[config.mk]
export PLATFORM = sky130hd
export DESIGN_NAME = l1_cache_ctrl_flat
export DESIGN_NICKNAME = d
export VERILOG_FILES = /design/src/rtl/l1_cache_ctrl_pkg.sv /design/src/rtl/l1_cache_ctrl_if.sv /design/src/rtl/l1_cache_ctrl_cache_tag_array.sv /design/src/rtl/l1_cache_ctrl.sv /design/src/flat_wrapper.sv
export SDC_FILE = /design/constraint.sdc
export NUM_CORES = 1
export LEC_CHECK = 0
export CORE_UTILIZATION = 51
export DETAILED_ROUTE_END_ITERATION = 10
export PLACE_DENSITY = 0.74
export SYNTH_ARGS = -nofsm -noshare
export SYNTH_HDL_FRONTEND = slang
export SYNTH_SLANG_ARGS = --single-unit
[constraint.sdc]
create_clock -name clk -period 8.45 [get_ports clk]
set_clock_uncertainty 0.1 [all_clocks]
set_input_delay 2.1125 -clock clk [delete_from_list [all_inputs] [get_ports clk]]
set_output_delay 2.1125 -clock clk [all_outputs]
set_load 0.01 [all_outputs]
[src/rtl/l1_cache_ctrl_pkg.sv]
// Shared definitions for the L1 data cache controller: bus command encodings
// (common with the bus arbiter), width defaults and FSM state encodings.
package l1_cache_ctrl_pkg;

    localparam int IOSTATE_W  = 2;
    localparam int WORD_W_DEF = 32;
    localparam int ADDR_W_DEF = 8;

    typedef enum logic [IOSTATE_W-1:0] {
        IO_IDLE = 2'b00,
        IO_RD   = 2'b01,
        IO_WT   = 2'b10
    } iostate_e;

    typedef enum logic [2:0] {
        S_IDLE      = 3'd0,
        S_LOOKUP    = 3'd1,
        S_WRITEBACK = 3'd2,
        S_REFILL    = 3'd3,
        S_RESPOND   = 3'd4
    } cache_state_e;

endpackage

[src/rtl/l1_cache_ctrl_if.sv]
// Processor request/ready handshake and memory bus command signals of one
// cache instance; slave = cache controller, master = core/bus side.
interface l1_cache_ctrl_if
    import l1_cache_ctrl_pkg::*;
#(
    parameter int WORD_W = WORD_W_DEF,
    parameter int ADDR_W = ADDR_W_DEF
) ();

    logic                 cpu_req;
    logic                 cpu_we;
    logic [ADDR_W-1:0]    cpu_addr;
    logic [WORD_W-1:0]    cpu_wdata;
    logic [WORD_W-1:0]    cpu_rdata;
    logic                 cpu_ready;

    logic [IOSTATE_W-1:0] bus_rw;
    logic [ADDR_W-1:0]    bus_addr;
    logic [WORD_W-1:0]    bus_wdata;
    logic [WORD_W-1:0]    bus_rdata;
    logic                 bus_rd_en;
    logic                 bus_wb_done;

    modport slave (
        input  cpu_req, cpu_we, cpu_addr, cpu_wdata,
        output cpu_rdata, cpu_ready,
        output bus_rw, bus_addr, bus_wdata,
        input  bus_rdata, bus_rd_en, bus_wb_done
    );

    modport master (
        output cpu_req, cpu_we, cpu_addr, cpu_wdata,
        input  cpu_rdata, cpu_ready,
        input  bus_rw, bus_addr, bus_wdata,
        output bus_rdata, bus_rd_en, bus_wb_done
    );

endinterface

[src/rtl/l1_cache_ctrl_cache_tag_array.sv]
// Per-line valid/dirty/tag/data storage: one combinational read port, one
// full-line write port, synchronous clear on reset.
module cache_tag_array #(
    parameter int TAG_W   = 6,
    parameter int WORD_W  = 32,
    parameter int INDEX_W = 2
) (
    input  logic               clk,
    input  logic               reset,
    input  logic [INDEX_W-1:0] rd_index,
    output logic               rd_valid,
    output logic               rd_dirty,
    output logic [TAG_W-1:0]   rd_tag,
    output logic [WORD_W-1:0]  rd_data,
    input  logic               wr_en,
    input  logic [INDEX_W-1:0] wr_index,
    input  logic               wr_valid,
    input  logic               wr_dirty,
    input  logic [TAG_W-1:0]   wr_tag,
    input  logic [WORD_W-1:0]  wr_data
);

    localparam int LINES = 1 << INDEX_W;

    logic              valid_q [LINES];
    logic              dirty_q [LINES];
    logic [TAG_W-1:0]  tag_q   [LINES];
    logic [WORD_W-1:0] data_q  [LINES];

    always_ff @(posedge clk) begin
        if (reset) begin
            for (int i = 0; i < LINES; i++) begin
                valid_q[i] <= 1'b0;
                dirty_q[i] <= 1'b0;
                tag_q[i]   <= '0;
                data_q[i]  <= '0;
            end
        end else if (wr_en) begin
            valid_q[wr_index] <= wr_valid;
            dirty_q[wr_index] <= wr_dirty;
            tag_q[wr_index]   <= wr_tag;
            data_q[wr_index]  <= wr_data;
        end
    end

    assign rd_valid = valid_q[rd_index];
    assign rd_dirty = dirty_q[rd_index];
    assign rd_tag   = tag_q[rd_index];
    assign rd_data  = data_q[rd_index];

endmodule

[src/rtl/l1_cache_ctrl.sv]
// Direct-mapped write-back/write-allocate L1 data cache controller, one-word lines.
// Optional hit/miss counters are built when CACHE_STATS_EN is defined.
//
// state     | meaning
// ----------|----------------------------------------------------------
// IDLE      | waiting for a processor request; latches addr/we/wdata
// LOOKUP    | one cycle tag compare, picks hit / writeback / refill
// WRITEBACK | bus WT of the dirty victim until bus_wb_done
// REFILL    | bus RD of the requested word until bus_rd_en
// RESPOND   | one cycle: load data out or store into the line
module l1_cache_ctrl
    import l1_cache_ctrl_pkg::*;
#(
    parameter int WORD_W  = WORD_W_DEF,
    parameter int ADDR_W  = ADDR_W_DEF,
    parameter int INDEX_W = 2
) (
    input  logic clk,
    input  logic reset,
    l1_cache_ctrl_if.slave cif
`ifdef CACHE_STATS_EN
    ,
    output logic [15:0] hit_cnt,
    output logic [15:0] miss_cnt
`endif
);

    localparam int TAG_W = ADDR_W - INDEX_W;

    cache_state_e         state, state_n;
    logic [ADDR_W-1:0]    req_addr;
    logic                 req_we;
    logic [WORD_W-1:0]    req_wdata;
    logic                 cpu_ready_q;
    logic [WORD_W-1:0]    cpu_rdata_q;
    logic [ADDR_W-1:0]    bus_addr_q;
    logic [WORD_W-1:0]    bus_wdata_q;
    logic [IOSTATE_W-1:0] bus_rw_c;

    logic [INDEX_W-1:0]   req_index;
    logic [TAG_W-1:0]     req_tag;
    logic                 rd_valid, rd_dirty, hit;
    logic [TAG_W-1:0]     rd_tag;
    logic [WORD_W-1:0]    rd_data;
    logic                 wr_en, wr_valid, wr_dirty;
    logic [TAG_W-1:0]     wr_tag;
    logic [WORD_W-1:0]    wr_data;

    assign req_index = req_addr[INDEX_W-1:0];
    assign req_tag   = req_addr[ADDR_W-1:INDEX_W];
    assign hit       = rd_valid && (rd_tag == req_tag);

    cache_tag_array #(
        .TAG_W   (TAG_W),
        .WORD_W  (WORD_W),
        .INDEX_W (INDEX_W)
    ) u_tag_array (
        .clk      (clk),
        .reset    (reset),
        .rd_index (req_index),
        .rd_valid (rd_valid),
        .rd_dirty (rd_dirty),
        .rd_tag   (rd_tag),
        .rd_data  (rd_data),
        .wr_en    (wr_en),
        .wr_index (req_index),
        .wr_valid (wr_valid),
        .wr_dirty (wr_dirty),
        .wr_tag   (wr_tag),
        .wr_data  (wr_data)
    );

    always_ff @(posedge clk) begin
        if (reset) state <= S_IDLE;
        else       state <= state_n;
    end

    always_comb begin
        state_n  = state;
        wr_en    = 1'b0;
        wr_valid = rd_valid;
        wr_dirty = rd_dirty;
        wr_tag   = rd_tag;
        wr_data  = rd_data;
        bus_rw_c = IO_IDLE;
        case (state)
            S_IDLE: begin
                if (cif.cpu_req && !cpu_ready_q) state_n = S_LOOKUP;
            end
            S_LOOKUP: begin
                if (hit)                       state_n = S_RESPOND;
                else if (rd_valid && rd_dirty) state_n = S_WRITEBACK;
                else                           state_n = S_REFILL;
            end
            S_WRITEBACK: begin
                bus_rw_c = IO_WT;
                if (cif.bus_wb_done) begin
                    wr_en    = 1'b1;
                    wr_dirty = 1'b0;
                    state_n  = S_REFILL;
                end
            end
            S_REFILL: begin
                bus_rw_c = IO_RD;
                if (cif.bus_rd_en) begin
                    wr_en    = 1'b1;
                    wr_valid = 1'b1;
                    wr_dirty = 1'b0;
                    wr_tag   = req_tag;
                    wr_data  = cif.bus_rdata;
                    state_n  = S_RESPOND;
                end
            end
            S_RESPOND: begin
                if (req_we) begin
                    wr_en    = 1'b1;
                    wr_valid = 1'b1;
                    wr_dirty = 1'b1;
                    wr_data  = req_wdata;
                end
                state_n = S_IDLE;
            end
            default: state_n = S_IDLE;
        endcase
        // The arbiter resamples the command right after done; drop it now
        // so it never sees a second transaction.
        if (cif.bus_wb_done) bus_rw_c = IO_IDLE;
    end

    always_ff @(posedge clk) begin
        if (reset) begin
            req_addr    <= '0;
            req_we      <= 1'b0;
            req_wdata   <= '0;
            cpu_ready_q <= 1'b0;
            cpu_rdata_q <= '0;
            bus_addr_q  <= '0;
            bus_wdata_q <= '0;
        end else begin
            cpu_ready_q <= (state == S_RESPOND);
            if (state == S_IDLE && cif.cpu_req && !cpu_ready_q) begin
                req_addr  <= cif.cpu_addr;
                req_we    <= cif.cpu_we;
                req_wdata <= cif.cpu_wdata;
            end
            if (state == S_LOOKUP && !hit) begin
                if (rd_valid && rd_dirty) begin
                    bus_addr_q  <= {rd_tag, req_index};
                    bus_wdata_q <= rd_data;
                end else begin
                    bus_addr_q  <= req_addr;
                end
            end
            if (state == S_WRITEBACK && cif.bus_wb_done) bus_addr_q <= req_addr;
            if (state == S_RESPOND && !req_we) cpu_rdata_q <= rd_data;
        end
    end

`ifdef CACHE_STATS_EN
    always_ff @(posedge clk) begin
        if (reset) begin
            hit_cnt  <= '0;
            miss_cnt <= '0;
        end else if (state == S_LOOKUP) begin
            if (hit && hit_cnt != 16'hFFFF)    hit_cnt  <= hit_cnt + 16'd1;
            if (!hit && miss_cnt != 16'hFFFF)  miss_cnt <= miss_cnt + 16'd1;
        end
    end
`endif

    assign cif.cpu_ready = cpu_ready_q;
    assign cif.cpu_rdata = cpu_rdata_q;
    assign cif.bus_rw    = bus_rw_c;
    assign cif.bus_addr  = bus_addr_q;
    assign cif.bus_wdata = bus_wdata_q;

endmodule

[src/flat_wrapper.sv]
// flat-port wrapper written by rule: the top's interface ports become plain ports
module l1_cache_ctrl_flat import l1_cache_ctrl_pkg::*;
#(
    parameter int WORD_W  = WORD_W_DEF,
    parameter int ADDR_W  = ADDR_W_DEF,
    parameter int INDEX_W = 2
)
  (clk, reset, cif_cpu_req, cif_cpu_we, cif_cpu_addr, cif_cpu_wdata, cif_cpu_rdata, cif_cpu_ready, cif_bus_rw, cif_bus_addr, cif_bus_wdata, cif_bus_rdata, cif_bus_rd_en, cif_bus_wb_done);
  l1_cache_ctrl_if #(.WORD_W(WORD_W), .ADDR_W(ADDR_W)) cif_i ();
  input  logic clk;
  input  logic reset;
  input wire logic [$bits(cif_i.cpu_req)-1:0] cif_cpu_req;
  input wire logic [$bits(cif_i.cpu_we)-1:0] cif_cpu_we;
  input wire logic [$bits(cif_i.cpu_addr)-1:0] cif_cpu_addr;
  input wire logic [$bits(cif_i.cpu_wdata)-1:0] cif_cpu_wdata;
  output wire logic [$bits(cif_i.cpu_rdata)-1:0] cif_cpu_rdata;
  output wire logic [$bits(cif_i.cpu_ready)-1:0] cif_cpu_ready;
  output wire logic [$bits(cif_i.bus_rw)-1:0] cif_bus_rw;
  output wire logic [$bits(cif_i.bus_addr)-1:0] cif_bus_addr;
  output wire logic [$bits(cif_i.bus_wdata)-1:0] cif_bus_wdata;
  input wire logic [$bits(cif_i.bus_rdata)-1:0] cif_bus_rdata;
  input wire logic [$bits(cif_i.bus_rd_en)-1:0] cif_bus_rd_en;
  input wire logic [$bits(cif_i.bus_wb_done)-1:0] cif_bus_wb_done;
  assign cif_i.cpu_req = cif_cpu_req;
  assign cif_i.cpu_we = cif_cpu_we;
  assign cif_i.cpu_addr = cif_cpu_addr;
  assign cif_i.cpu_wdata = cif_cpu_wdata;
  assign cif_cpu_rdata = cif_i.cpu_rdata;
  assign cif_cpu_ready = cif_i.cpu_ready;
  assign cif_bus_rw = cif_i.bus_rw;
  assign cif_bus_addr = cif_i.bus_addr;
  assign cif_bus_wdata = cif_i.bus_wdata;
  assign cif_i.bus_rdata = cif_bus_rdata;
  assign cif_i.bus_rd_en = cif_bus_rd_en;
  assign cif_i.bus_wb_done = cif_bus_wb_done;
  l1_cache_ctrl #(.WORD_W(WORD_W), .ADDR_W(ADDR_W), .INDEX_W(INDEX_W)) u_core (.clk(clk), .reset(reset), .cif(cif_i));
endmodule
==> results of run 1 <==
[cell usage after synthesis, types with 5 or more instances]
| master | number | area (um2) |
|---|---|---|
| a211oi_2 | 5 | 62.6 |
| a21oi_1 | 113 | 566 |
| a22o_1 | 32 | 280 |
| mux2i_1 | 18 | 180 |
| mux4_2 | 38 | 856 |
| nand3_1 | 34 | 170 |
| nor4_1 | 8 | 50.1 |
| nand2_1 | 153 | 574 |
| nor2_1 | 166 | 623 |
| edfxtp_1 | 160 | 4800 |
| o21ai_2 | 30 | 263 |
| nand2b_1 | 6 | 37.5 |
| dfxtp_1 | 119 | 2380 |
| buf_2 | 14 | 70.1 |
| clkbuf_1 | 65 | 244 |
| a21oi_2 | 31 | 272 |
[layout make-up]
class	instances	area [um2]	area share [%]
Clock inverter	12	63.8	0.443
Multi-Input combinational cell	683	4350	30.2
Tap cell	313	392	2.72
Sequential cell	279	7190	50.0
Inverter	2	7.51	0.0522
Clock buffer	41	771	5.36
Timing Repair Buffer	165	1620	11.2
[routing by layer]
layer	track usage (%)	wire, um	up-vias
met2	43.5	14500	253
met3	3.03	1390	53
met4	7.50	841	0
met1	31.4	12400	4246
li1	-	-	3988
met5	0	0	-
[state kept, by name, indices dropped and copies added (netlist names), named ones only]
register and count:
u_core.cif.cpu_ready 1, u_core.cif.bus_wdata 32, u_core.u_tag_array.valid_q 4, u_core.u_tag_array.data_q 128, u_core.state 3, u_core.u_tag_array.dirty_q 4, u_core.req_we 1, u_core.cif.cpu_rdata 32
u_core.req_addr 8, u_core.req_wdata 32, u_core.cif.bus_addr 8, u_core.u_tag_array.tag_q 24
[worst register-to-register path, cell delays in order (launching register included)]
cell and delay [ns]:
dfxtp_1 0.59, nor2_1 0.15, nand3_1 0.25, o21ai_1 0.17, nand2b_2 0.71, or3b_2 0.95
nand2b_2 0.88
[metrics by stage]
step / total power [uW] / hold WS, ns
floorplan: 1920 / 0.337
global placement: 2090 / 0.341
detailed placement: 2100 / 0.347
CTS: 3220 / 0.355
finish: 3200 / 0.353
global route: 3330 / 0.370
[path summary, 6_finish.rpt]
path,end,slack [ns],cells after the start
min,u_core.req_wdata[5],0.35,2
min reg2reg,u_core.req_wdata[5],0.35,2
max reg2reg,u_core.u_tag_array.data_q[1][22],4.13,6
max,cif_bus_rw[1],2.82,3
[power by group]
part	internal (uW)	switching, uW
logic	199	291
clock network	633	503
registers	1520	58.2
[cell families (layout without fill, tap and decap cells)]
logic type / Yosys count / count (layout) / share of synthesized area, %
simple gates: 392 / 392 / 13.7
flops: 279 / 279 / 60.3
compound gates: 230 / 230 / 13.4
mux: 57 / 57 / 8.79
xor+xnor: 4 / 4 / 0.294
buf+inv: 91 / 220 / 3.49
==> run metrics, run 1 <==
status complete, no violations; Layout Utilization between 60% and 70%; Leak between 0.004 and 0.005 uW; final worst slack around 2.8 ns; largest net degree at the start of global routing between 50 and 60; IO Port Bufs between 150 and 200; Post-synth ARST share 0%; Hold Fails Final Rpt 0; Tmin final roughly 5.6 ns; final cell count without fillers 1495; HPWL after DPL approximately 18 mm; Area after DPL around 14000 um2; Arrival @ worst endpoint between 3 and 4 ns; Die Wd between 150 and 200 um; most common library cell in the layout ignoring fill and taps nor2_1; routability cong. roughly 0.8; Hold WC Path Type register to register; Worst Setup End Kind output port; H-tree lvl count 1; layout cells sized above 1 roughly 15%; Hold Startpoint u_core.req_wdata[5]; Clock transition at path regs about 0.06 ns; RSZ-0062 raised after global routing false; area grow syn2layout 20.8%; Clock Tree Root clkbuf_16; GRT overflow 0; DR iter-0 viols slightly below 700; Final Slew Violations 0; synthesized area per cell ~11 um2; DIE HEIGHT 155 um; crit start category input port; WL per Instance roughly 19 um; vias per cell 5.71; post-CTS resize count 0; most common flop cell mapped by yosys edfxtp_1; net count after synthesis 1131; Slew headroom 19.2%; FMAX about 180 MHz; first-pass GRT wire length 45.5 mm; router iterations before antenna repair 5; Nets ~1200; type of the worst setup path input port to output port; Seq/Total Area, Yosys 60.3%; fill cell count about 1800; Max-Cap Viols 0; VDD IR max approximately 0.00016 V; Routed WL 29.1 mm; worst-path fanout max 5; Post-CTS Hold Fix Bufs 0; CP bufs+invs 2; Routed Antenna Nets 0; Crit-path slowest cell clkdlybuf4s50_1; Ports about 150; CORE AREA roughly 23000 um2; CP peak stage delay a little under 0.6 ns; initial antenna violation count 0; # DRC 0; Yosys reg bits around 280; Placed Cells 1442; DP Worst Slack between 2 and 2.5 ns; pwr dens ~220 nW/um2; final setup fails 0; Period Utilization, post-route around 67%; via count approximately 8500; most used cell, CP clkdlybuf4s50_1; Rows 55; crit-path cells clkdlybuf4s50_1 -> nor3_1 -> clkdlybuf4s50_1; EDFF count, synth between 150 and 200; CTS Sinks around 280; clock buffer depth 3; Least-Margin Pin Slew 1.21 ns; die area ~24000 um2; CTS tree done; Cells after Synth 1053; delay-heaviest family, CP buffers and inverters; final instance area about 14000 um2; Setup TNS Final 0 ns; n_diodes 0; Initial Utilization roughly 52%; Yosys cell types 49; Post-CTS Setup Bufs 0; GRT Overall Usage between 20% and 30%; worst r2r src u_core.state[0]; CP startpoint cif_bus_wb_done; CTS buffer count 29; Syn. warnings 0; vias in the first global route 8435; clk_lat worst skew 0.54 ns; most frequent cells in the layout nor2_1 (163), edfxtp_1 (160), nand2_1 (152); Synth Cell Area about 12000 um2; Worst EP required 6.24 ns
No activity file was read; power rests on OpenSTA's default activity.
==> inputs of run 2 (changes only) <==
--- a/config.mk
+++ b/config.mk
@@ -5,9 +5,9 @@
 export SDC_FILE = /design/constraint.sdc
 export NUM_CORES = 1
 export LEC_CHECK = 0
-export CORE_UTILIZATION = 51
+export CORE_UTILIZATION = 50
 export DETAILED_ROUTE_END_ITERATION = 10
-export PLACE_DENSITY = 0.74
+export PLACE_DENSITY = 0.76
 export SYNTH_ARGS = -nofsm -noshare
 export SYNTH_HDL_FRONTEND = slang
 export SYNTH_SLANG_ARGS = --single-unit
==> constraint.sdc (replaced) <==
create_clock -name clk -period 4.89 [get_ports clk]
set_clock_uncertainty 0.1 [all_clocks]
set_input_delay 1.2225 -clock clk [delete_from_list [all_inputs] [get_ports clk]]
set_output_delay 1.2225 -clock clk [all_outputs]
set_load 0.01 [all_outputs]
==> run 2 against run 1 <==
Net effect: via count rose by 2.7%; global-route usage up 1.0 points; hold slack improved by 0.00082 ns; register-to-register slack worse by 2.7 ns; largest power group unchanged; highest routed layer unchanged; power up 82%; non-clock buffer count is 12 higher; clock-buffer cell count down 6; clock power up 95%.
==> run metrics, run 2 (synthesis results as in run 1) <==
status complete, no violations (unchanged); worst-path fanout max 5 (unchanged); routability cong. 0.755 (was 0.783); Post-CTS Setup Bufs 0 (unchanged); HPWL after DPL 19.3 mm (was 18.2 mm); GRT overflow 0 (unchanged); Gate power share 15.2% (was 15.3%); most common library cell in the layout ignoring fill and taps nor2_1 (unchanged); final setup fails 0 (unchanged); Rows 56 (was 55); first-pass GRT wire length 47.8 mm (was 45.5 mm); Leak 0.00491 uW (was 0.00478 uW); clock group share of total power 38.1% (was 35.5%); CP peak stage delay 0.59 ns (was 0.58 ns); Period Utilization, post-route between 70% and 80%; VDD IR max 0.000271 V (was 0.000165 V); Routed Antenna Nets 0 (unchanged); Crit-path slowest cell clkdlybuf4s50_1 (unchanged); worst reg-to-reg path cell count 8 (was 6); vias in the first global route 8958 (was 8435); most used cell, CP clkdlybuf4s50_1 (unchanged); most frequent cells in the layout nor2_1 (163), edfxtp_1 (160), nand2_1 (152) (unchanged); Slew headroom 20.8% (was 19.2%); Routed WL 30.5 mm (was 29.1 mm); CORE AREA 23400 um2 (was 22800 um2); CTS buffer count 28 (was 29); Post-CTS Hold Fix Bufs 0 (unchanged); WL per Instance 20.2 um (was 19.5 um); type of the worst setup path input port to output port (unchanged); clock buffer depth 3 (unchanged); largest net degree at the start of global routing 58 (was 57); CTS Sinks 279 (unchanged); DR iter-0 viols 703 (was 690); via count 8768 (was 8540); total net switching power 1500 uW (was 852 uW); Setup TNS Final 0 ns (unchanged); router iterations before antenna repair 7 (was 5); Least-Margin Pin Slew 1.18 ns (was 1.21 ns); Tmin final roughly 3.9 ns; n_diodes 0 (unchanged); Final Slew Violations 0 (unchanged); Worst Setup End Kind output port (unchanged); initial antenna violation count 0 (unchanged); pwr dens 397 nW/um2 (was 223 nW/um2); crit-path cells clkdlybuf4s50_1 -> nor3_1 -> clkdlybuf4s50_1 (unchanged); FF-to-FF End u_core.cif.bus_wdata[28] (was u_core.u_tag_array.data_q[1][22]); DP Worst Slack 0.942 ns (was 2.30 ns); FMAX roughly 260 MHz; max reg flops 128 (unchanged); DIE HEIGHT 156 um (was 155 um); Clock Tree Root clkbuf_16 (unchanged); Placed Cells 1460 (was 1442); fill cell count 1889 (was 1833); layout cells sized above 1 16.2% (was 15.1%); GRT Overall Usage 25.6% (was 24.5%); area grow syn2layout 22.9% (was 20.8%); Sw Ratio 25.7% (was 26.6%); Hold WC Path Type register to register (unchanged); Reg power frac 46.8% (was 49.3%); Die Wd 156 um (was 155 um); internal power 4320 uW (was 2350 uW); r2r setup slk 1.40 ns (was 4.13 ns); final worst slack 1.02 ns (was 2.82 ns); Nets 1249 (was 1238); Arrival @ worst endpoint 2.54 ns (was 3.41 ns); crit start category input port (unchanged); Clock transition at path regs 0.05 ns (was 0.06 ns); Worst Setup EP cif_bus_rw[1] (unchanged); Ports 153 (unchanged); die area 24400 um2 (was 24000 um2); CTS tree done (unchanged); IO Port Bufs 152 (unchanged); # DRC 0 (unchanged); Top reg by flops u_core.u_tag_array.data_q (unchanged); RSZ-0062 raised after global routing false (unchanged); Initial Utilization 50.9% (was 52.3%); CP startpoint cif_bus_wb_done (unchanged); vias per cell 5.80 (was 5.71); final cell count without fillers 1512 (was 1495); H-tree lvl count 1 (unchanged); Worst EP required 3.57 ns (was 6.24 ns); Hold Fails Final Rpt 0 (unchanged); post-CTS resize count 0 (unchanged); Max-Cap Viols 0 (unchanged); clk_lat worst skew 0.54 ns (about the same)
-- run 2: cell types whose count changed in the layout (fill, tap and decap cells not counted), sizes merged --
cell | previous run | this run
clkinv | 9 | 11
clkinvlp | 2 | 1
clkbuf | 41 | 35
buf | 14 | 26
bufinv | 0 | 5
inv | 3 | 2
-- run 2: worst min path at each step --
stage                     slack [ns]  depth (start not counted)                  endpoint                     start
final                           0.35                          2  u_core.cif.cpu_rdata[28]  u_core.cif.cpu_rdata[28]
after global routing            0.37                          2       u_core.req_wdata[2]       u_core.req_wdata[2]
after CTS                       0.36                          2       u_core.req_wdata[2]       u_core.req_wdata[2]
after detailed placement        0.35                          2       u_core.req_wdata[2]       u_core.req_wdata[2]
after global placement          0.34                          2  u_core.cif.cpu_rdata[15]  u_core.cif.cpu_rdata[15]
after floorplan                 0.34                          2       u_core.req_wdata[0]       u_core.req_wdata[0]
-- run 2: routing by layer --
metal / GRT usage (%) / part of all wire (%)
met5: 0 / 0
met4: 8.82 / 2.8
met3: 3.02 / 6.6
met2: 45.5 / 51
met1: 32.1 / 40
-- run 2: power groups by stage --
stage / sequential [uW] / clock [uW] / combinational (uW)
2_1_floorplan: 2730 / 0 / 583
3_5_place_dp: 2770 / 0 / 875
4_1_cts: 2720 / 2240 / 884
6_report: 2720 / 2220 / 883
3_3_place_gp: 2760 / 0 / 863
5_1_grt: 2740 / 2320 / 953
-- run 2: layout make-up --
type                            instances  area [um2]  share of cell area, %
Clock inverter                         17         205                   1.40
Timing Repair Buffer                  177        1740                   11.9
Tap cell                              319         399                   2.73
Inverter                                2        7.51                 0.0513
Clock buffer                           35         748                   5.11
Multi-Input combinational cell        683        4350                   29.7
Sequential cell                       279        7190                   49.1
-- run 2: metrics by stage --
step                      hold WS (ns)  util [%]  total power, uW  cell area, um2
final                            0.354      62.6             5820           14600
after CTS                        0.355      62.6             5840           14600
after detailed placement         0.347      58.5             3640           13700
after global routing             0.371      62.6             6010           14600
after global placement           0.342      58.5             3620           13700
after floorplan                  0.337         -             3320           11900
-- run 2: critical path: cells and delay by family --
family                 cells  cell delay (ns)
buffers and inverters      2             1.06
AND/OR/NAND/NOR            1             0.27
